[config.mk]
export PLATFORM = sky130hd
export DESIGN_NAME = qam16_modulator
export DESIGN_NICKNAME = d
export VERILOG_FILES = /design/src/rtl/qam16_modulator.sv
export SDC_FILE = /design/constraint.sdc
export NUM_CORES = 1
export LEC_CHECK = 0
export ABC_AREA = 1
export BUFFER_PORTS_ARGS = -buffer_cell sky130_fd_sc_hd__buf_2
export CAP_MARGIN = 20
export CORE_ASPECT_RATIO = 1.25
export CORE_UTILIZATION = 38
export DETAILED_ROUTE_END_ITERATION = 10
export HOLD_SLACK_MARGIN = 0.02
export SLEW_MARGIN = 25
export SYNTH_ARGS = -nofsm -noshare
export SYNTH_HDL_FRONTEND = slang
export SYNTH_SLANG_ARGS = --single-unit
[constraint.sdc]
create_clock -name clk -period 2.61 [get_ports clk]
set_input_delay 0.1305 -clock clk [delete_from_list [all_inputs] [get_ports clk]]
set_output_delay 0.1305 -clock clk [all_outputs]
set_load 0.05 [all_outputs]
[src/rtl/qam16_modulator.sv]
// qam16_modulator: 16QAM passband test-stimulus transmitter.
// Packs a serial bit stream into Gray-mapped I/Q symbols held for SPS
// samples, mixes them onto an NCO carrier and emits one 8-bit signed
// sample per clk.
// Ports:
//   clk, rst          clock (sample rate), async active-high reset
//   din, din_valid    serial bit in, qualified by din_valid
//   din_ready         packer has room (fewer than 4 bits buffered)
//   dout              signed passband sample
//   di, dq            I/Q level of the symbol currently at dout
//   sym_strobe        first dout sample of each symbol
//   underrun          symbol boundary hit with fewer than 4 bits
module qam16_modulator #(
   parameter int unsigned        SPS       = 8,
   parameter int unsigned        PHASE_W   = 32,
   parameter logic [PHASE_W-1:0] FREQ_WORD = 32'h4000_0000
) (
   input  logic              clk,
   input  logic              rst,
   input  logic              din,
   input  logic              din_valid,
   output logic              din_ready,
   output logic signed [7:0] dout,
   output logic signed [2:0] di,
   output logic signed [2:0] dq,
   output logic              sym_strobe,
   output logic              underrun
);

   localparam int unsigned    SCW      = (SPS > 1) ? $clog2(SPS) : 1;
   localparam logic [SCW-1:0] SYM_LAST = SCW'(SPS - 1);

   // Quarter-wave table: round(127*cos(2*pi*k/64)), k = 0..16.
   function automatic logic signed [7:0] qtab(input logic [4:0] k);
      case (k)
         5'd0:    qtab = 8'sd127;
         5'd1:    qtab = 8'sd126;
         5'd2:    qtab = 8'sd125;
         5'd3:    qtab = 8'sd122;
         5'd4:    qtab = 8'sd117;
         5'd5:    qtab = 8'sd112;
         5'd6:    qtab = 8'sd106;
         5'd7:    qtab = 8'sd98;
         5'd8:    qtab = 8'sd90;
         5'd9:    qtab = 8'sd81;
         5'd10:   qtab = 8'sd71;
         5'd11:   qtab = 8'sd60;
         5'd12:   qtab = 8'sd49;
         5'd13:   qtab = 8'sd37;
         5'd14:   qtab = 8'sd25;
         5'd15:   qtab = 8'sd12;
         default: qtab = 8'sd0;
      endcase
   endfunction

   // Full cosine from quarter-wave symmetry.
   function automatic logic signed [7:0] cos_lut(input logic [5:0] k);
      if (k <= 6'd16)      cos_lut = qtab(k[4:0]);
      else if (k <= 6'd32) cos_lut = -qtab(5'(6'd32 - k));
      else if (k <= 6'd48) cos_lut = -qtab(5'(k - 6'd32));
      else                 cos_lut = qtab(5'(6'd0 - k));
   endfunction

   // Gray map of a bit pair to a signed level.
   function automatic logic signed [2:0] gray(input logic [1:0] b);
      case (b)
         2'b00:   gray = -3'sd3;
         2'b01:   gray = -3'sd1;
         2'b11:   gray = 3'sd1;
         default: gray = 3'sd3;
      endcase
   endfunction

   logic [3:0]         buf_q, buf_d;
   logic [2:0]         cnt_q, cnt_d;
   logic [SCW-1:0]     scnt_q, scnt_d;
   logic [PHASE_W-1:0] ph_q;
   logic signed [2:0]  si_q, si_d, sq_q, sq_d;
   logic               stb0_q, ur_q, ur_d;
   logic signed [7:0]  cos_q, sin_q;
   logic signed [2:0]  i1_q, q1_q, i2_q, q2_q, di_q, dq_q;
   logic               stb1_q, stb2_q, stb3_q;
   logic signed [10:0] pi_q, pq_q, pi_d, pq_d;
   logic signed [11:0] s_d;
   logic signed [7:0]  dout_q;
   logic               acc, bnd, full;
   logic [5:0]         idx;

   assign full      = (cnt_q == 3'd4);
   assign din_ready = ~full;
   assign acc       = din_valid & din_ready;
   assign bnd       = (scnt_q == SYM_LAST);
   assign idx       = ph_q[PHASE_W-1 -: 6];

   always_comb begin
      buf_d  = buf_q;
      cnt_d  = cnt_q;
      scnt_d = bnd ? '0 : scnt_q + SCW'(1);
      si_d   = si_q;
      sq_d   = sq_q;
      ur_d   = bnd & ~full;
      if (acc) begin
         buf_d = {buf_q[2:0], din};
         cnt_d = cnt_q + 3'd1;
      end
      if (bnd) begin
         // A short buffer sends the zero symbol; partial bits are kept.
         si_d = full ? gray(buf_q[3:2]) : 3'sd0;
         sq_d = full ? gray(buf_q[1:0]) : 3'sd0;
         if (full) cnt_d = 3'd0;
      end
   end

   // Operands sign-extended to 11 bits so the product is not truncated.
   assign pi_d = $signed({{8{i1_q[2]}}, i1_q}) * $signed({{3{cos_q[7]}}, cos_q});
   assign pq_d = $signed({{8{q1_q[2]}}, q1_q}) * $signed({{3{sin_q[7]}}, sin_q});
   assign s_d  = 12'(pi_q) - 12'(pq_q);

   always_ff @(posedge clk or posedge rst) begin
      if (rst) begin
         buf_q  <= '0;
         cnt_q  <= '0;
         scnt_q <= '0;
         ph_q   <= '0;
         si_q   <= '0;
         sq_q   <= '0;
         stb0_q <= 1'b0;
         ur_q   <= 1'b0;
         cos_q  <= '0;
         sin_q  <= '0;
         i1_q   <= '0;
         q1_q   <= '0;
         stb1_q <= 1'b0;
         pi_q   <= '0;
         pq_q   <= '0;
         i2_q   <= '0;
         q2_q   <= '0;
         stb2_q <= 1'b0;
         dout_q <= '0;
         di_q   <= '0;
         dq_q   <= '0;
         stb3_q <= 1'b0;
      end else begin
         buf_q  <= buf_d;
         cnt_q  <= cnt_d;
         scnt_q <= scnt_d;
         ph_q   <= ph_q + FREQ_WORD;
         si_q   <= si_d;
         sq_q   <= sq_d;
         stb0_q <= bnd;
         ur_q   <= ur_d;
         // sin(x) = cos(x - quarter turn)
         cos_q  <= cos_lut(idx);
         sin_q  <= cos_lut(idx - 6'd16);
         i1_q   <= si_q;
         q1_q   <= sq_q;
         stb1_q <= stb0_q;
         pi_q   <= pi_d;
         pq_q   <= pq_d;
         i2_q   <= i1_q;
         q2_q   <= q1_q;
         stb2_q <= stb1_q;
         dout_q <= 8'(s_d >>> 3);
         di_q   <= i2_q;
         dq_q   <= q2_q;
         stb3_q <= stb2_q;
      end
   end

   assign dout       = dout_q;
   assign di         = di_q;
   assign dq         = dq_q;
   assign sym_strobe = stb3_q;
   assign underrun   = ur_q;

endmodule

## Word-level counts from Yosys, hierarchy flattened

Memories as Yosys holds them, arrays and structs flattened.
Cells that the tools add are included.
Widths: inputs -> output; s select.

| cells by class | value |
|---|---|
| add/sub/neg operators | 15 |
| multipliers | 2 |
| div/mod/pow operators | 0 |
| order comparisons | 6 |
| eq/ne operators | 6 |
| shifts and indexed selects | 0 |
| multiplexer cells | 32 |
| bitwise gates (word level) | 3 |
| reduce and logical (&&, ||, !) cells | 2 |

Operators with widths:

| kind | count |
|---|---|
| $mux 8 | 24 |
| $add 32x31->32 const B | 1 |
| $neg 8->8 | 4 |
| $le 6x6->1 const B | 4 |
| $mul 3x8->11 | 2 |
| $sub 1x5->5 const A | 4 |
| $mux 3 | 6 |
| $pmux 3 s3 | 2 |
| $le 6x5->1 const B | 2 |
| $sub 11x11->11 | 1 |
| $sub 5x1->5 const B | 2 |
| $add 3x1->3 const B | 2 |
| $eq 3x3->1 const B | 2 |
| $sub 6x5->6 const B | 1 |
| $eq 2x1->1 const B | 2 |
| $eq 2x2->1 const B | 2 |
| $logic_not 2->1 | 2 |
| $and 1x1->1 | 2 |
| $not 1->1 | 1 |

| word-level totals | value |
|---|---|
| flip-flop bits (word level) | 117 |
| bits in latches | 0 |
| RAM bits | 0 |
| bits in read-only memories | 896 |
| input port bits | 4 |
| output and inout port bits | 17 |
| logic and storage cells | 96 |
| memories kept | 8 |

Memory list:

| memory | depth | bits a word | rd ports | clocked after memory_dff | wr ports | RTL line | source |
|---|---|---|---|---|---|---|---|
| (no name shown) | 16 | 7 | 1 | 0 | 0 | 35 | `case (k)` |
| (no name shown) | 16 | 7 | 1 | 0 | 0 | 35 |  |
| (no name shown) | 16 | 7 | 1 | 0 | 0 | 35 |  |
| (no name shown) | 16 | 7 | 1 | 0 | 0 | 35 |  |
| (no name shown) | 16 | 7 | 1 | 0 | 0 | 35 |  |
| (no name shown) | 16 | 7 | 1 | 0 | 0 | 35 |  |
| +2 memories | n/a | n/a | n/a | n/a | n/a | n/a |  |

## Logic depth before layout (Yosys ltp)

Gate-level depths: netlist of the first run.
An unclocked memory read counts as a cell.

| depth | value |
|---|---|
| depth after elaboration | 11 |
| gate-level depth with buffers | 16 |
| mapped depth without buffers | 15 |

## Worst setup path before layout of the first run

Ideal clock, no wire load.

| timing path | value |
|---|---|
| path type | flip-flop to flip-flop |
| from | reg q1_q[2] |
| to | reg pq_q[7] |
| library setup time | 0.124 ns |
| data arrival time | 2.584 ns |
| data required time | 2.486 ns |
| path slack | -0.098 ns |
| stages on the path, launching flop included | 12 |
| buffers on the path | 0 |
| period minus slack after synthesis | 2.708 ns |
| cell sequence | dfrtp_1 inv_1 or2_2 fa_1 inv_1 fa_1 ha_1 inv_1 fa_1 inv_1 fa_1 xor2_1 |

| between the ends | value |
|---|---|
| cells in the longest elaborated chain, start to end | 1 |

RTL lines:

| what | RTL line | source |
|---|---|---|
| start: declaration | 81 | `logic signed [2:0] i1_q, q1_q, i2_q, q2_q, di_q, dq_q;` |
| start signal: assignment | 156 | `q1_q <= sq_q;` |
| $mul 3x8->11 | 116 | `assign pq_d = $signed({{8{q1_q[2]}}, q1_q}) * $signed({{3{sin_q[7]}}, sin_q});` |
| named net pq_d[7] | 83 | `logic signed [10:0] pi_q, pq_q, pi_d, pq_d;` |
| end signal: assignment | 159 | `pq_q <= pq_d;` |
| end: declaration | 83 |  |

The timed path passes the listed nets, and every way through them passes these cells.
A chain may end at the register's enable or synchronous reset.

## Final worst setup path of the first run

Same ends and word-level chain as after synthesis.

==> Flow_metrics.wiki, run 1 <==
{| class="wikitable"
! Metric !! Value
|-
| Run status || complete, no violations
|-
| Routed length per placed instance || 11.6 um
|-
| Count of warnings emitted by yosys || 0
|-
| Final non-filler cell total || 580
|-
| Switching power share of the total || 39.7%
|-
| Count of pins on the block boundary || 21
|-
| Cell row count || 41
|-
| Die outline area || 0.0108 sq mm
|-
| Syn nets || 474
|-
| Later-pin clock latency in the skew report || 330 ps
|-
| Most common cell on crit path || sky130_fd_sc_hd__inv_2
|-
| Setup crit end kind || register
|-
| Cells after DPL || 561
|-
| Worst vdd rail ir drop || 0.511 mV
|-
| Buffer and inverter count on the worst path || 4
|-
| Total setup violations reported at the end of the flow || 0
|-
| Most common cell after layout, fill and taps aside || sky130_fd_sc_hd__nand2_1
|-
| Clock transition at the registers of the reported paths || 60 ps
|-
| Clock tree from TritonCTS || built
|-
| Crit path cell chain || inv_2, or2_4, fa_1, inv_2, fa_2, ha_4, inv_2, fa_2, inv_2, fa_2, xor2_1
|-
| First-pass detailed-route iteration total || 4
|-
| Kind of launch point of the worst setup path || register
|-
| Data required, critical path || 2830 ps
|-
| Number of filler cells placed in the layout || 938
|-
| Post-detailed-route via-to-cell ratio || 4.56
|-
| CTS H-tree depth || 3
|-
| Number of port buffers || 20
|-
| Worst min path class || in2reg
|-
| Cell type contributing the most total cell area after synthesis || sky130_fd_sc_hd__dfrtp_1
|-
| Sequential share of the synthesized area || 46.1%
|-
| Number of library cell types mapped by synthesis || 33
|-
| Total DRC errors in the routed layout || 0
|-
| Sequential share of power || 32.2%
|-
| Critical path start-end classification || reg2reg
|-
| Total power divided by cell area || 1020 mW/mm^2
|-
| Antenna Violating Nets Remaining || 0
|-
| Number of enable flip-flop cells after synthesis || 0
|-
| Number of antenna violations at the first check in global routing || 0
|-
| Die Width || 93.3 um
|-
| Post-synthesis area per instance || 9.76 sq um
|-
| Clock power share || 25.0%
|-
| Relative area change from synthesis to final layout || 18.4%
|-
| Cell area after technology mapping || 0.00396 sq mm
|-
| Hold Violations, Final || 0
|-
| Minimum clock period || 2600 ps
|-
| Total Routing Usage GR || 14.2%
|-
| Net load switching power || 1.91 mW
|-
| Fraction of final layout cells with drive strength greater than 1 || 18.0%
|-
| Top-area cell type share of the netlist area || 46.1%
|-
| Leading cell types in the layout, fill and taps excluded || sky130_fd_sc_hd__nand2_1, sky130_fd_sc_hd__dfrtp_1, sky130_fd_sc_hd__inv_1
|-
| Area of the placeable core || 0.0101 sq mm
|-
| Final Skew || 3.34 ps
|-
| Share of flip-flops with an asynchronous set or reset || 100%
|-
| Arrival @ worst endpoint || 2810 ps
|-
| Syn Inst Count || 406
|-
| First-pass GRT wire length || 11.7 mm
|-
| Max stage delay cell, worst path || sky130_fd_sc_hd__fa_1
|-
| Maximum buffer depth of the clock tree || 2
|-
| Vertical die dimension || 116 um
|-
| Final cycle utilization of the critical path || 99.5%
|-
| Wirelength, routed || 6.75 mm
|-
| Number of buffers added by the clock tree synthesis step || 9
|-
| Max incr delay on CP || 500 ps
|-
| Layout Nets || 514
|-
| Vias || 2645
|-
| Detailed Route Iter0 Violations || 42
|-
| Post-synth top flop || sky130_fd_sc_hd__dfrtp_1
|-
| Via count of the first global-routing pass || 2743
|-
| Maximum clock frequency || 0.385 GHz
|-
| Detail Placement HPWL || 5.17 mm
|-
| Largest fanout on the critical path || 4
|-
| CP delay by family, top || adder cells
|-
| Cell types with the largest area share after synthesis || sky130_fd_sc_hd__dfrtp_1, sky130_fd_sc_hd__ha_1, sky130_fd_sc_hd__nand2_1
|-
| Gp weighted congestion || 0.829
|-
| Combinational fraction of design power || 42.8%
|-
| GRT overflow || 0
|-
| Power, Total || 4.81 mW
|-
| Total clock sinks || 73
|-
| Number of slew-limit violations in the final report || 0
|-
| Worst slew margin relative to its limit || 55.7%
|-
| Leakage power || 2.70 nW
|-
| Slew at the pin with the worst max-slew slack || 664 ps
|-
| Effective utilization at floorplan || 39.2%
|-
| Yosys reg bits || 73
|-
| Setup repair after global routing missed its margin || true
|-
| Max-cap violations || 0
|-
| Number of antenna cells inserted || 0
|-
| CTS Root Buffer Type || sky130_fd_sc_hd__clkbuf_16
|-
| Pin count of the biggest net entering global routing || 33
|-
| Cell internal pwr || 2.90 mW
|}
[worst paths after layout]
kind	from	end	slack (ps)	cells past startpoint
setup / recovery	q1_q[2]$_DFF_PP0_	pq_q[7]$_DFF_PP0_	10	11
hold / removal	din	buf_q[0]$_DFFE_PP0P_	20	3
setup reg to reg	q1_q[2]$_DFF_PP0_	pq_q[7]$_DFF_PP0_	10	11
hold reg to reg	stb0_q$_DFF_PP0_	stb1_q$_DFF_PP0_	350	0
max in group asynchronous	rst	dout[4]$_DFF_PP0_	1510	4
min in group asynchronous	rst	stb0_q$_DFF_PP0_	440	3
[per-layer routing]
metal / GRT usage, % / share of wire [%] / vias up
met2: 26.5 / 53 / 40
met1: 14.4 / 40 / 1248
li1: - / - / 1339
met5: 0 / 0 / -
met4: 7.18 / 3.0 / 0
met3: 3.97 / 3.8 / 18
[state kept, by name, indices dropped and copies added (netlist names), 2 cells and up]
name and cells:
buf_q 4, di 2, scnt_q 3, dout 8
pi_q 11, sin_q 3, pq_q 11, i1_q 2
q1_q 3, sq_q 2, cnt_q 3, dq 3
si_q 3, q2_q 3, i2_q 2, cos_q 3
ph_q 2
[tightest hold or removal path, stage by stage]
cell	delay [ps]
sky130_fd_sc_hd__buf_2	80
sky130_fd_sc_hd__nand2_1	40
sky130_fd_sc_hd__o21ai_1	60
[power by group through the flow]
stage                     Clock, mW  Combinational [mW]  Sequential (mW)
after floorplan                   0                1.32             1.82
after global placement            0                1.98             1.57
after detailed placement          0                2.02             1.57
after CTS                      1.23                2.04             1.56
after global routing           1.29                2.35             1.58
final                          1.20                2.06             1.55
[cell type report]
class,instances,area [sq um],share of cell area [%]
clock buffer,10,229,4.88
clock inverter,6,67.6,1.44
inverter,81,305,6.51
multi-input combinational,249,1900,40.4
sequential,73,1830,38.9
tap,129,161,3.44
timing repair buffer,32,205,4.37
[through the flow]
step / instance area (sq um) / hold slack [ps] / util [%] / setup slack (ps) / TNS (ps)
floorplan: 3980 / 257 / - / 12.3 / 0
global placement: 4300 / 265 / 42.6 / 27.0 / 0
detailed placement: 4300 / 272 / 42.6 / -22.5 / -24.9
CTS: 4630 / 23.1 / 45.8 / 0.826 / 0
global route: 4690 / 35.4 / 46.4 / -50.5 / -175
finish: 4690 / 21.2 / 46.4 / 12.3 / 0
[cells by family after synthesis]
family / share of synthesized area (%)
AOI/OAI and AO/OA: 5.34
buffers and inverters: 8.08
DFF: 46.1
xor gates and xnor gates: 3.98
adders and majority gates: 22.1
and+or+nand+nor: 14.4
[synth_stat cells, types with 3 or more instances]
library cell / count
sky130_fd_sc_hd__nand2_1: 83
sky130_fd_sc_hd__inv_1: 76
sky130_fd_sc_hd__dfrtp_1: 73
sky130_fd_sc_hd__ha_1: 54
sky130_fd_sc_hd__nor2_1: 22
sky130_fd_sc_hd__a21oi_1: 13
sky130_fd_sc_hd__nand3_1: 13
sky130_fd_sc_hd__xor2_1: 12
sky130_fd_sc_hd__fa_1: 10
sky130_fd_sc_hd__xnor2_1: 6
sky130_fd_sc_hd__o21ai_0: 5
sky130_fd_sc_hd__inv_2: 4
sky130_fd_sc_hd__nand4_1: 4
sky130_fd_sc_hd__or2_2: 4
sky130_fd_sc_hd__nand2_2: 3
[timing repair]
action                                  CTS  global route
buffers inserted                          1             1
pin swaps                                 2             3
hold buffers                              1             0
gates cloned                              0             0
endpoints found under the setup margin    2             8
hold endpoints to repair                 30             0
gates resized for setup                   1            11
No activity file was read; power rests on OpenSTA's default activity.
==> inputs of run 2 (changes only) <==
--- a/config.mk
+++ b/config.mk
@@ -7,3 +7,2 @@
 export LEC_CHECK = 0
-export ABC_AREA = 1
 export BUFFER_PORTS_ARGS = -buffer_cell sky130_fd_sc_hd__buf_2
@@ -18 +17,2 @@
 export SYNTH_SLANG_ARGS = --single-unit
+export TNS_END_PERCENT = 1
==> constraint.sdc (replaced) <==
create_clock -name clk -period 2.61 [get_ports clk]
set_input_delay 0.261 -clock clk [delete_from_list [all_inputs] [get_ports clk]]
set_output_delay 0.261 -clock clk [all_outputs]
set_load 0.05 [all_outputs]
==> Flow_metrics.wiki, run 2 <==
{| class="wikitable"
! Metric !! Value
|-
| Maximum buffer depth of the clock tree || 2
|-
| Sequential share of the synthesized area || 48.6%
|-
| Post-synth top flop || sky130_fd_sc_hd__dfrtp_1
|-
| Die Width || 91.0 um
|-
| Number of library cell types mapped by synthesis || 43
|-
| Final cycle utilization of the critical path || 99.1%
|-
| Total Routing Usage GR || 13.3%
|-
| Number of port buffers || 20
|-
| Leading cell types in the layout, fill and taps excluded || sky130_fd_sc_hd__dfrtp_1, sky130_fd_sc_hd__ha_1, sky130_fd_sc_hd__inv_1
|-
| Worst min path class || in2async
|-
| Top-area cell type share of the netlist area || 48.6%
|-
| Placement Setup Slack || -56.8 ps
|-
| Antenna Violating Nets Remaining || 0
|-
| Effective utilization at floorplan || 39.1%
|-
| Via count of the first global-routing pass || 2346
|-
| Vias || 2281
|-
| Most common cell after layout, fill and taps aside || sky130_fd_sc_hd__dfrtp_1
|-
| Critical path start-end classification || reg2reg
|-
| Fraction of final layout cells with drive strength greater than 1 || 23.8%
|-
| Max stage delay cell, worst path || sky130_fd_sc_hd__fa_1
|-
| Buffer and inverter count on the worst path || 3
|-
| Cell type contributing the most total cell area after synthesis || sky130_fd_sc_hd__dfrtp_1
|-
| Slew at the pin with the worst max-slew slack || 643 ps
|-
| Final Skew || 8.12 ps
|-
| Clock tree from TritonCTS || built
|-
| Area of the placeable core || 0.00961 sq mm
|-
| Number of filler cells placed in the layout || 907
|-
| Number of enable flip-flop cells after synthesis || 0
|-
| First-pass detailed-route iteration total || 4
|-
| Total power divided by cell area || 1060 mW/mm^2
|-
| Aggregate negative setup slack || 0 ps
|-
| Syn Inst Count || 321
|-
| Number of antenna cells inserted || 0
|-
| Wirelength, routed || 6.15 mm
|-
| Setup repair after global routing missed its margin || true
|-
| CP delay by family, top || adder cells
|-
| Data required, critical path || 2820 ps
|-
| Largest fanout on the critical path || 4
|-
| Number of antenna violations at the first check in global routing || 0
|-
| Kind of launch point of the worst setup path || register
|-
| Detail Placement HPWL || 4.40 mm
|-
| Synth cell count leaders || sky130_fd_sc_hd__dfrtp_1, sky130_fd_sc_hd__ha_1, sky130_fd_sc_hd__inv_1
|-
| Cell area after technology mapping || 0.00376 sq mm
|-
| Total setup violations reported at the end of the flow || 0
|-
| Setup crit end kind || register
|-
| Syn nets || 389
|-
| Total DRC errors in the routed layout || 0
|-
| Post-synthesis area per instance || 11.7 sq um
|-
| Worst vdd rail ir drop || 0.509 mV
|-
| Minimum clock period || 2590 ps
|-
| Arrival @ worst endpoint || 2790 ps
|-
| Relative area change from synthesis to final layout || 20.9%
|-
| Cell row count || 40
|-
| Number of slew-limit violations in the final report || 0
|-
| Vertical die dimension || 113 um
|-
| Gp weighted congestion || 0.800
|-
| Detailed Route Iter0 Violations || 46
|-
| Leakage power || 2.45 nW
|-
| Count of warnings emitted by yosys || 0
|-
| Routed length per placed instance || 12.4 um
|-
| Count of pins on the block boundary || 21
|-
| Maximum clock frequency || 0.387 GHz
|-
| Die outline area || 0.0103 sq mm
|-
| First-pass GRT wire length || 10.4 mm
|-
| Total clock sinks || 73
|-
| Worst slew margin relative to its limit || 57.1%
|-
| Yosys reg bits || 73
|-
| Post-detailed-route via-to-cell ratio || 4.60
|-
| Later-pin clock latency in the skew report || 330 ps
|-
| Worst Setup Slack, final || 24.5 ps
|-
| Max incr delay on CP || 500 ps
|-
| CTS Root Buffer Type || sky130_fd_sc_hd__clkbuf_16
|-
| GRT overflow || 0
|-
| Hold Violations, Final || 0
|-
| Crit path cell chain || nand2_2, inv_2, fa_1, ha_1, ha_2, inv_1, fa_2, inv_2, fa_2
|-
| CTS H-tree depth || 3
|-
| Clock transition at the registers of the reported paths || 60 ps
|-
| Cell types with the largest area share after synthesis || sky130_fd_sc_hd__dfrtp_1, sky130_fd_sc_hd__ha_1, sky130_fd_sc_hd__fa_1
|-
| Number of buffers added by the clock tree synthesis step || 9
|-
| Layout Nets || 433
|-
| Pin count of the biggest net entering global routing || 74
|-
| Share of flip-flops with an asynchronous set or reset || 100%
|-
| Cell with the most instances after synthesis || sky130_fd_sc_hd__dfrtp_1
|-
| Max-cap violations || 0
|-
| Run status || complete, no violations
|}
-- run 2: per-layer routing --
layer	vias up	wire [um]	track usage [%]
met3	5	177	5.24
li1	1143	-	-
met4	0	65	3.81
met5	-	0	0
met2	23	3360	23.7
met1	1110	2550	14.5
-- run 2: kinds of logic after synthesis --
group | Yosys count | synth area share, %
xor+xnor | 20 | 4.66
buf+inv | 56 | 5.72
simple gates | 58 | 8.12
mux | 3 | 0.865
flops | 73 | 48.6
fa+ha+maj | 65 | 23.6
compound gates | 46 | 8.52
-- run 2: power breakdown --
part / leakage (nW) / switching [mW] / internal, mW / total [mW]
sequential: 0.959 / 0.137 / 1.45 / 1.58
combinational: 1.34 / 1.19 / 0.801 / 2.00
clock: 0.154 / 0.484 / 0.779 / 1.26
-- run 2: worst reg2reg max path, stage by stage, from the launching register on --
cell                      delay [ps]
sky130_fd_sc_hd__dfrtp_2         440
sky130_fd_sc_hd__nand2_2         110
sky130_fd_sc_hd__inv_2            50
sky130_fd_sc_hd__fa_1            500
sky130_fd_sc_hd__ha_1            310
sky130_fd_sc_hd__ha_2            170
sky130_fd_sc_hd__inv_1            50
sky130_fd_sc_hd__fa_2            340
sky130_fd_sc_hd__inv_2            60
sky130_fd_sc_hd__fa_2            420
-- run 2: through the flow --
stage | instances | utilization (%) | hold WS [ps] | instance area (sq um) | power, mW
finish | 496 | 47.3 | 80.2 | 4550 | 4.84
global route | 496 | 47.3 | 146 | 4550 | 5.20
CTS | 494 | 46.4 | 143 | 4460 | 4.84
detailed placement | 476 | 42.7 | 336 | 4110 | 3.52
global placement | 476 | 42.7 | 335 | 4110 | 3.48
floorplan | 321 | - | 331 | 3760 | 3.09
-- run 2: area by class of cell --
class                      count  area [sq um]  share of cell area, %
clock inverter                 6          73.8                   1.62
inverter                      50           189                   4.15
tap                          126           158                   3.47
multi-input combinational    192          1810                   39.9
clock buffer                  10           239                   5.25
timing repair buffer          39           246                   5.42
sequential                    73          1830                   40.2
-- run 2: worst paths after layout --
check                              startpoint                   end  slack, ps  cells past startpoint
setup reg to reg           sin_q[6]$_DFF_PP0_     pq_q[5]$_DFF_PP0_         20                      9
max in group asynchronous                 rst    sin_q[6]$_DFF_PP0_       2050                      3
setup / recovery           sin_q[6]$_DFF_PP0_     pq_q[5]$_DFF_PP0_         20                      9
min in group clk                          din  buf_q[0]$_DFFE_PP0P_        150                      3
hold reg to reg              stb2_q$_DFF_PP0_  sym_strobe$_DFF_PP0_        350                      0
hold / removal                            rst       di[1]$_DFF_PP0_         80                      3
-- run 2: repair_timing --
item                                    CTS  global route
pin swaps                                 2            13
gates resized for setup                   8            17
gates cloned                              0             0
hold buffers                              0             0
buffers inserted                          2             2
endpoints found under the setup margin    4             7
